<file path="src/rtl/mem_access_unit_pkg.sv">
// Shared definitions for the memory access unit: op codes, constants,
// FSM state encoding and the load/store op decoder.
package mem_access_unit_pkg;

    localparam int unsigned OP_W       = 8;
    localparam int unsigned REG_ADDR_W = 5;

    localparam logic [31:0] ZeroWord     = 32'h0000_0000;
    localparam logic        WriteEnable  = 1'b1;
    localparam logic        WriteDisable = 1'b0;
    localparam logic        ChipEnable   = 1'b1;
    localparam logic        ChipDisable  = 1'b0;

    localparam logic [OP_W-1:0] EXE_NOP_OP = 8'b0000_0000;
    localparam logic [OP_W-1:0] EXE_ADD_OP = 8'b0010_0000;
    localparam logic [OP_W-1:0] EXE_LB_OP  = 8'b1110_0000;
    localparam logic [OP_W-1:0] EXE_LH_OP  = 8'b1110_0001;
    localparam logic [OP_W-1:0] EXE_LW_OP  = 8'b1110_0011;
    localparam logic [OP_W-1:0] EXE_LBU_OP = 8'b1110_0100;
    localparam logic [OP_W-1:0] EXE_LHU_OP = 8'b1110_0101;
    localparam logic [OP_W-1:0] EXE_SB_OP  = 8'b1110_1000;
    localparam logic [OP_W-1:0] EXE_SH_OP  = 8'b1110_1001;
    localparam logic [OP_W-1:0] EXE_SW_OP  = 8'b1110_1011;

    typedef enum logic [1:0] {
        ST_IDLE = 2'd0,
        ST_REQ  = 2'd1,
        ST_DONE = 2'd2
    } state_e;

    typedef enum logic [1:0] {
        SZ_BYTE = 2'd0,
        SZ_HALF = 2'd1,
        SZ_WORD = 2'd2
    } mem_size_e;

    typedef struct packed {
        logic      is_mem;
        logic      is_store;
        logic      sext;
        mem_size_e size;
    } op_dec_t;

    // LW is marked signed: a no-op at 32 bits, sign-extending at 64 bits.
    function automatic op_dec_t decode_op(input logic [OP_W-1:0] op);
        op_dec_t d;
        d = '{is_mem: 1'b0, is_store: 1'b0, sext: 1'b0, size: SZ_WORD};
        case (op)
            EXE_LB_OP:  d = '{is_mem: 1'b1, is_store: 1'b0, sext: 1'b1, size: SZ_BYTE};
            EXE_LBU_OP: d = '{is_mem: 1'b1, is_store: 1'b0, sext: 1'b0, size: SZ_BYTE};
            EXE_LH_OP:  d = '{is_mem: 1'b1, is_store: 1'b0, sext: 1'b1, size: SZ_HALF};
            EXE_LHU_OP: d = '{is_mem: 1'b1, is_store: 1'b0, sext: 1'b0, size: SZ_HALF};
            EXE_LW_OP:  d = '{is_mem: 1'b1, is_store: 1'b0, sext: 1'b1, size: SZ_WORD};
            EXE_SB_OP:  d = '{is_mem: 1'b1, is_store: 1'b1, sext: 1'b0, size: SZ_BYTE};
            EXE_SH_OP:  d = '{is_mem: 1'b1, is_store: 1'b1, sext: 1'b0, size: SZ_HALF};
            EXE_SW_OP:  d = '{is_mem: 1'b1, is_store: 1'b1, sext: 1'b0, size: SZ_WORD};
            default:    ;
        endcase
        return d;
    endfunction

endpackage

</file>
<file path="src/rtl/mem_lane_align.sv">
// Combinational big-endian lane mapping: byte enables, replicated store data
// and extracted/extended load data for a given access size and byte offset.
module mem_lane_align
    import mem_access_unit_pkg::*;
#(
    parameter  int unsigned DATA_W = 32,
    localparam int unsigned LANES  = DATA_W / 8,
    localparam int unsigned OFS_W  = $clog2(LANES)
) (
    input  mem_size_e          size,
    input  logic               sext,
    input  logic [OFS_W-1:0]   ofs,
    input  logic [DATA_W-1:0]  st_data,
    input  logic [DATA_W-1:0]  ld_raw,
    output logic [LANES-1:0]   sel,
    output logic [DATA_W-1:0]  st_rep,
    output logic [DATA_W-1:0]  ld_ext
);

    localparam logic [LANES-1:0] ALL_LANES = {LANES{1'b1}};

    logic [OFS_W-1:0]  ofs_eff;
    logic [DATA_W-1:0] ld_sh;

    always_comb begin
        ofs_eff = ofs;
        sel     = '0;
        st_rep  = '0;
        ld_ext  = '0;
        case (size)
            SZ_BYTE: ;
            SZ_HALF: ofs_eff[0] = 1'b0;
            default: ofs_eff[1:0] = 2'b00;
        endcase

        // Shifting lane ofs_eff to the top leaves the access at the MSBs.
        ld_sh = ld_raw << {ofs_eff, 3'b000};

        case (size)
            SZ_BYTE: begin
                sel    = ~(ALL_LANES >> 1) >> ofs_eff;
                st_rep = {LANES{st_data[7:0]}};
                if (sext) ld_ext = DATA_W'($signed(ld_sh[DATA_W-1 -: 8]));
                else      ld_ext = DATA_W'(ld_sh[DATA_W-1 -: 8]);
            end
            SZ_HALF: begin
                sel    = ~(ALL_LANES >> 2) >> ofs_eff;
                st_rep = {(LANES/2){st_data[15:0]}};
                if (sext) ld_ext = DATA_W'($signed(ld_sh[DATA_W-1 -: 16]));
                else      ld_ext = DATA_W'(ld_sh[DATA_W-1 -: 16]);
            end
            default: begin
                sel    = ~(ALL_LANES >> 4) >> ofs_eff;
                st_rep = {(LANES/4){st_data[31:0]}};
                if (sext) ld_ext = DATA_W'($signed(ld_sh[DATA_W-1 -: 32]));
                else      ld_ext = DATA_W'(ld_sh[DATA_W-1 -: 32]);
            end
        endcase
    end

endmodule

</file>
<file path="src/rtl/mem_access_unit.sv">
// MEM stage with a req/ack data bus: byte/half/word loads and stores, stalls
// while a transaction is in flight. MEM_ALIGN_CHECK_EN adds misalignment traps.
module mem_access_unit
    import mem_access_unit_pkg::*;
#(
    parameter  int unsigned DATA_W = 32,
    parameter  int unsigned ADDR_W = 32,
    localparam int unsigned LANES  = DATA_W / 8,
    localparam int unsigned OFS_W  = $clog2(LANES)
) (
    input  logic                  clk,
    input  logic                  rst,
    input  logic                  valid_i,
    input  logic                  flush_i,
    input  logic [REG_ADDR_W-1:0] wd_i,
    input  logic                  wreg_i,
    input  logic [DATA_W-1:0]     wdata_i,
    input  logic [OP_W-1:0]       aluop_i,
    input  logic [ADDR_W-1:0]     mem_addr_i,
    input  logic [DATA_W-1:0]     reg2_i,
    output logic [REG_ADDR_W-1:0] wd_o,
    output logic                  wreg_o,
    output logic [DATA_W-1:0]     wdata_o,
    output logic                  stall_req_o,
    output logic                  bus_req_o,
    output logic                  bus_we_o,
    output logic [ADDR_W-1:0]     bus_addr_o,
    output logic [LANES-1:0]      bus_sel_o,
    output logic [DATA_W-1:0]     bus_wdata_o,
`ifdef MEM_ALIGN_CHECK_EN
    output logic                  excp_misalign_o,
`endif
    input  logic [DATA_W-1:0]     bus_rdata_i,
    input  logic                  bus_ack_i
);

    state_e                  state_q, state_d;
    logic [ADDR_W-1:0]       addr_q;
    logic [OFS_W-1:0]        ofs_q;
    logic [LANES-1:0]        sel_q;
    logic [DATA_W-1:0]       stw_q;
    logic                    we_q;
    mem_size_e               size_q;
    logic                    sext_q;
    logic [REG_ADDR_W-1:0]   wd_q;
    logic                    wreg_q;
    logic                    drop_q, drop_d;
    logic [DATA_W-1:0]       ldata_q;

    op_dec_t                 dec_in;
    logic [OFS_W-1:0]        ofs_in;
    logic                    idle_c;
    logic                    accept_c;
    logic                    misalign_c;
    mem_size_e               al_size;
    logic                    al_sext;
    logic [OFS_W-1:0]        al_ofs;
    logic [LANES-1:0]        al_sel;
    logic [DATA_W-1:0]       al_st;
    logic [DATA_W-1:0]       al_ld;

    assign dec_in = decode_op(aluop_i);
    assign ofs_in = mem_addr_i[OFS_W-1:0];
    assign idle_c = (state_q == ST_IDLE);

    // IDLE aligns the incoming op for capture; REQ aligns the captured op for load data.
    assign al_size = idle_c ? dec_in.size : size_q;
    assign al_sext = idle_c ? dec_in.sext : sext_q;
    assign al_ofs  = idle_c ? ofs_in      : ofs_q;

    mem_lane_align #(.DATA_W(DATA_W)) u_align (
        .size    (al_size),
        .sext    (al_sext),
        .ofs     (al_ofs),
        .st_data (reg2_i),
        .ld_raw  (bus_rdata_i),
        .sel     (al_sel),
        .st_rep  (al_st),
        .ld_ext  (al_ld)
    );

`ifdef MEM_ALIGN_CHECK_EN
    assign misalign_c = ((dec_in.size == SZ_HALF) && ofs_in[0]) ||
                        ((dec_in.size == SZ_WORD) && (ofs_in[1:0] != 2'b00));
    assign excp_misalign_o = !rst && idle_c && valid_i && dec_in.is_mem &&
                             !flush_i && misalign_c;
`else
    assign misalign_c = 1'b0;
`endif

    // Next state and outputs; everything reads zero while rst is asserted.
    always_comb begin
        state_d     = state_q;
        drop_d      = drop_q;
        accept_c    = 1'b0;
        wd_o        = '0;
        wreg_o      = WriteDisable;
        wdata_o     = '0;
        stall_req_o = 1'b0;
        bus_req_o   = 1'b0;
        bus_we_o    = 1'b0;
        bus_addr_o  = '0;
        bus_sel_o   = '0;
        bus_wdata_o = '0;
        if (!rst) begin
            case (state_q)
                ST_IDLE: begin
                    drop_d  = 1'b0;
                    wd_o    = wd_i;
                    wdata_o = wdata_i;
                    wreg_o  = wreg_i & valid_i & ~flush_i;
                    if (valid_i && dec_in.is_mem) begin
                        wreg_o = WriteDisable;
                        if (!flush_i && !misalign_c) begin
                            stall_req_o = 1'b1;
                            accept_c    = 1'b1;
                            state_d     = ST_REQ;
                        end
                    end
                end
                ST_REQ: begin
                    stall_req_o = 1'b1;
                    bus_req_o   = 1'b1;
                    bus_we_o    = we_q;
                    bus_addr_o  = addr_q;
                    bus_sel_o   = sel_q;
                    bus_wdata_o = stw_q;
                    if (flush_i)   drop_d  = 1'b1;
                    if (bus_ack_i) state_d = ST_DONE;
                end
                ST_DONE: begin
                    wd_o    = wd_q;
                    wdata_o = ldata_q;
                    wreg_o  = wreg_q & ~we_q & ~drop_q & ~flush_i;
                    state_d = ST_IDLE;
                end
                default: state_d = ST_IDLE;
            endcase
        end
    end

    // State and transaction capture registers.
    always_ff @(posedge clk or posedge rst) begin
        if (rst) begin
            state_q <= ST_IDLE;
            addr_q  <= '0;
            ofs_q   <= '0;
            sel_q   <= '0;
            stw_q   <= '0;
            we_q    <= 1'b0;
            size_q  <= SZ_BYTE;
            sext_q  <= 1'b0;
            wd_q    <= '0;
            wreg_q  <= 1'b0;
            drop_q  <= 1'b0;
            ldata_q <= '0;
        end else begin
            state_q <= state_d;
            drop_q  <= drop_d;
            if (accept_c) begin
                addr_q <= {mem_addr_i[ADDR_W-1:OFS_W], OFS_W'(0)};
                ofs_q  <= ofs_in;
                sel_q  <= al_sel;
                stw_q  <= al_st;
                we_q   <= dec_in.is_store;
                size_q <= dec_in.size;
                sext_q <= dec_in.sext;
                wd_q   <= wd_i;
                wreg_q <= wreg_i;
            end
            if ((state_q == ST_REQ) && bus_ack_i) ldata_q <= al_ld;
        end
    end

endmodule

</file>
<file path="config.mk">
export PLATFORM = sky130hd
export DESIGN_NAME = mem_access_unit
export DESIGN_NICKNAME = d
export VERILOG_FILES = /design/src/rtl/mem_access_unit_pkg.sv /design/src/rtl/mem_lane_align.sv /design/src/rtl/mem_access_unit.sv
export SDC_FILE = /design/constraint.sdc
export NUM_CORES = 1
export LEC_CHECK = 0
export ABC_AREA = 1
export BUFFER_PORTS_ARGS = -buffer_cell sky130_fd_sc_hd__buf_2
export CAP_MARGIN = 30
export CELL_PAD_IN_SITES_DETAIL_PLACEMENT = 0
export CELL_PAD_IN_SITES_GLOBAL_PLACEMENT = 2
export CORE_ASPECT_RATIO = 0.5
export CORE_MARGIN = 5
export CORE_UTILIZATION = 26
export CTS_BUF_LIST = sky130_fd_sc_hd__clkbuf_16
export CTS_CLUSTER_DIAMETER = 200
export DETAILED_ROUTE_END_ITERATION = 6
export GPL_TIMING_DRIVEN = 0
export PLACE_DENSITY = 0.81
export SLEW_MARGIN = 40
export SYNTH_ARGS = -nofsm -noshare
export SYNTH_HDL_FRONTEND = slang
export SYNTH_HIERARCHICAL = 1
export SYNTH_SLANG_ARGS = --single-unit
export TNS_END_PERCENT = 1
</file>
<file path="constraint.sdc">
create_clock -name clk -period 6.9 [get_ports clk]
set_clock_uncertainty 0.2 [all_clocks]
set_input_delay 1.38 -clock clk [delete_from_list [all_inputs] [get_ports clk]]
set_output_delay 1.38 -clock clk [all_outputs]
set_load 0.005 [all_outputs]
</file>
==> metrics.md <==
| Metric | Value |
|---|---|
| Outcome | complete, no violations |
| Number of cells upsized or downsized after cts | 0 |
| Count of different cell masters after synthesis | 28 |
| Worst supply voltage drop on vdd | 182 uV |
| Tot GR Track Use | 18.9% |
| Final nets | 1554 |
| Bufs on Longest Clock Path | 2 |
| Max-Cap Viols | 0 |
| Weighted congestion reported at the end of routability-driven placement | 0.866 |
| Met1 demand-to-capacity share in global routing | 24.7% |
| Fraction of the yosys area taken by sequential cells | 39.0% |
| End point of the worst hold path | addr_q[3] |
| CP Data Required Time | 5.32 ns |
| Transition at the pin with the smallest max-transition slack | 0.694 ns |
| Fin. Hold Viols | 0 |
| Die area | 31500 um2 |
| Max-slew violation count | 0 |
| Leakage power figure | 0.00545 uW |
| Share of post-route cells with drive strength above 1 | 24.0% |
| Per-cell routed wire length | 16.8 um |
| Die H | 128 um |
| Count of vias placed by the detailed router | 8451 |
| Synthesized area | 7250 um2 |
| Reg2reg start | state_q[1] |
| Fraction of met3 tracks used by global routing | 3.40% |
| Unrepaired setup endpoints after global routing | false |
| Grt peak-use layer | met2 |
| Clock Latency Late Sink | 0.43 ns |
| Initial Utilization | 26.3% |
| Number of antenna violations at the first check in global routing | 0 |
| Final HPWL DP | 23900 um |
| Setup violation total in the final timing report | 0 |
| Detailed router's first-iteration violation count | 568 |
| Setup TNS | 0 ns |
| Area growth from synthesis to final layout | 33.5% |
| Hold-fix buffer count after cts | 0 |
| Period minus WS final | 4.70 ns |
| Min-delay src | addr_q[3] |
| Utilization after layout | 35.1% |
| Number of global-route vias before repair | 8455 |
| Detailed-route DRC error count | 0 |
| Placeable Area | 27600 um2 |
| Number of clock buffers inserted by TritonCTS | 17 |
| Drt first pass iters | 5 |
| Instance count of the mapped netlist | 1130 |
| Final worst-path cycle share | 68.1% |
| Vias/cell | 4.69 |
| Number of port buffers | 252 |
| TritonCTS clock tree | yes |
| Endpoint of the worst-slack reg-to-reg timing path | sel_q[0] |
| Hold/Removal Path Class | reg2reg |
| Average footprint of a synthesized cell | 6.42 um2 |
| Crit Path Class | in2out |
| Wire length of the first global-routing pass | 46500 um |
| Worst EP arrival | 3.12 ns |
| Total power per unit cell area | 223 nW/um2 |
| Final non-filler cell total | 1801 |
| I/O pin cnt | 256 |
| Kind of launch point of the worst setup path | primary input |
| Pin count of the biggest net entering global routing | 26 |
| Die width | 246 um |
| Reg-to-reg setup timing slack | 3.55 ns |
| Htree depth | 4 |
| Antenna Nets Post-Route | 0 |
| Sink count of the clock tree | 113 |
| Worst Setup SP | aluop_i[1] |
| Worst R2R Path Depth | 10 |
| Met2 track utilization from global routing | 32.8% |
| Worst hold stages | 2 |
| Area used by multi-input combinational logic | 3790 um2 |
| Clk root buf | sky130_fd_sc_hd__clkbuf_16 |
| Antenna cell count | 0 |
| Count of synthesis-stage warnings from yosys | 6 |
| Number of rows created at floorplan | 43 |
| Routed Wire Length | 30200 um |
| Worst slew margin relative to its limit | 53.6% |
| Number of buffers added for setup after CTS | 0 |
| Kind of end point of the critical path | primary output |
| Remaining global-route overflow | 0 |
| Crit path max fanout | 10 |
| Placed cells | 1770 |
| Clock Pin Slew Worst Setup and Hold Paths | 0.05 ns |
| Fillers | 3085 |
| Register Area | 2830 um2 |
| Register bit total from synthesis | 113 |
| Upper clock frequency limit | 213 MHz |
worst max-delay path: stages:
cell and delay [ns]:
sky130_fd_sc_hd__buf_2 0.10, sky130_fd_sc_hd__inv_1 0.07, sky130_fd_sc_hd__nor2_1 0.14, sky130_fd_sc_hd__nor2_1 0.07
sky130_fd_sc_hd__nand2_1 0.12, sky130_fd_sc_hd__nand3_2 0.29, sky130_fd_sc_hd__nand3_2 0.30, sky130_fd_sc_hd__buf_4 0.22
sky130_fd_sc_hd__buf_4 0.22, sky130_fd_sc_hd__nand2_1 0.07, sky130_fd_sc_hd__buf_2 0.13
synth_stat cells:
library cell	instances	area, um2
sky130_fd_sc_hd__a21oi_1	44	220
sky130_fd_sc_hd__nand3b_1	1	7.51
sky130_fd_sc_hd__o211ai_1	10	75.1
sky130_fd_sc_hd__clkbuf_1	41	154
sky130_fd_sc_hd__o21ai_1	2	10.0
sky130_fd_sc_hd__conb_1	1	3.75
sky130_fd_sc_hd__nor2_1	81	304
sky130_fd_sc_hd__buf_6	2	22.5
sky130_fd_sc_hd__inv_1	45	169
sky130_fd_sc_hd__nor2_2	2	12.5
sky130_fd_sc_hd__nor3_1	2	10.0
sky130_fd_sc_hd__buf_1	12	45.0
sky130_fd_sc_hd__inv_2	2	7.51
sky130_fd_sc_hd__nor2_8	1	20.0
sky130_fd_sc_hd__buf_2	27	135
sky130_fd_sc_hd__nand2_2	2	12.5
sky130_fd_sc_hd__a31oi_1	1	6.26
sky130_fd_sc_hd__clkinv_1	1	3.75
sky130_fd_sc_hd__nand2_1	545	2050
sky130_fd_sc_hd__nor2_4	3	33.8
sky130_fd_sc_hd__nand3_2	3	30.0
sky130_fd_sc_hd__nand3_4	1	17.5
sky130_fd_sc_hd__o21ai_0	20	100
sky130_fd_sc_hd__nand4_1	82	513
sky130_fd_sc_hd__dfrtp_1	113	2830
sky130_fd_sc_hd__buf_4	13	97.6
sky130_fd_sc_hd__nand3_1	72	360
sky130_fd_sc_hd__a22oi_1	1	7.51
final cells by class:
class	instances	share of cell area [%]
repair buffers	257	14.4
inverters	48	1.86
well taps	382	4.94
plain buffers	95	4.72
clock inverters	14	1.31
flip-flops and latches	113	29.2
clock buffers	17	4.40
multi-input cells	875	39.2
report_power, final:
group          switching, uW  leakage [uW]  internal [uW]
combinational            349       0.00364            178
sequential              45.3       0.00153            740
clock                    323      0.000275            520
total                    716       0.00545           1440
flip-flops by register name, summed over array words and instances (netlist names), 2 cells and up:
name / count
ldata_q: 32
size_q: 2
addr_q: 30
wd_q: 5
state_q: 2
sel_q: 4
stw_q: 32
ofs_q: 2
worst max-delay path by stage:
stage | slack [ns] | end | cells after the start
after CTS | 2.20 | stall_req_o | 11
after detailed placement | 2.14 | ldata_q[15] | 17
after global placement | -1.77 | ldata_q[11] | 3
after floorplan | 0.47 | addr_q[10] | 3
after global routing | 2.09 | stall_req_o | 11
final | 2.20 | stall_req_o | 11
layer usage:
metal	vias up	share of wire [%]
met2	212	49
met1	4032	46
met3	35	4.1
met4	0	1.4
met5	-	0
li1	4172	-
metrics by stage:
step	instance area (um2)	setup WS [ns]	power, uW	hold slack (ns)
after floorplan	7260	0.475	1100	0.242
after global placement	8990	-1.77	1310	0.255
after detailed placement	9130	2.14	1330	0.258
after CTS	9680	2.20	2180	0.272
after global routing	9680	2.09	2290	0.285
final	9680	2.20	2150	0.267
cell families (layout without fill, tap and decap cells):
| logic type | after synthesis | count (layout) | synth area share, % |
|---|---|---|---|
| AO/OA/AOI/OAI | 78 | 78 | 5.78 |
| buffers and inverters | 143 | 431 | 8.75 |
| flip-flops | 113 | 113 | 39.0 |
| other | 1 | 2 | 0.0517 |
| AND/OR/NAND/NOR | 795 | 795 | 46.4 |
cells in the final DEF, fill, tap and decap left out, types with 2 or more instances in the layout:
cell type,Yosys,layout
sky130_fd_sc_hd__nand4_1,82,82
sky130_fd_sc_hd__o211ai_1,10,10
sky130_fd_sc_hd__nand2_2,2,2
sky130_fd_sc_hd__nor3_1,2,2
sky130_fd_sc_hd__o21ai_1,2,2
sky130_fd_sc_hd__nor2_1,81,81
sky130_fd_sc_hd__nand3_2,3,3
sky130_fd_sc_hd__buf_4,13,13
sky130_fd_sc_hd__conb_1,1,2
sky130_fd_sc_hd__nor2_4,3,3
sky130_fd_sc_hd__buf_16,0,4
sky130_fd_sc_hd__clkbuf_1,41,40
sky130_fd_sc_hd__buf_1,12,11
sky130_fd_sc_hd__clkinv_4,0,3
sky130_fd_sc_hd__nand2_1,545,545
sky130_fd_sc_hd__nor2_2,2,2
sky130_fd_sc_hd__o21ai_0,20,20
sky130_fd_sc_hd__buf_2,27,280
sky130_fd_sc_hd__bufinv_16,0,2
sky130_fd_sc_hd__clkinv_1,1,5
sky130_fd_sc_hd__clkbuf_16,0,17
sky130_fd_sc_hd__a21oi_1,44,44
sky130_fd_sc_hd__inv_2,2,2
sky130_fd_sc_hd__dfrtp_1,113,113
sky130_fd_sc_hd__nand3_1,72,72
sky130_fd_sc_hd__clkinv_2,0,2
sky130_fd_sc_hd__buf_6,2,2
sky130_fd_sc_hd__inv_1,45,47
No activity file was read; power rests on OpenSTA's default activity.
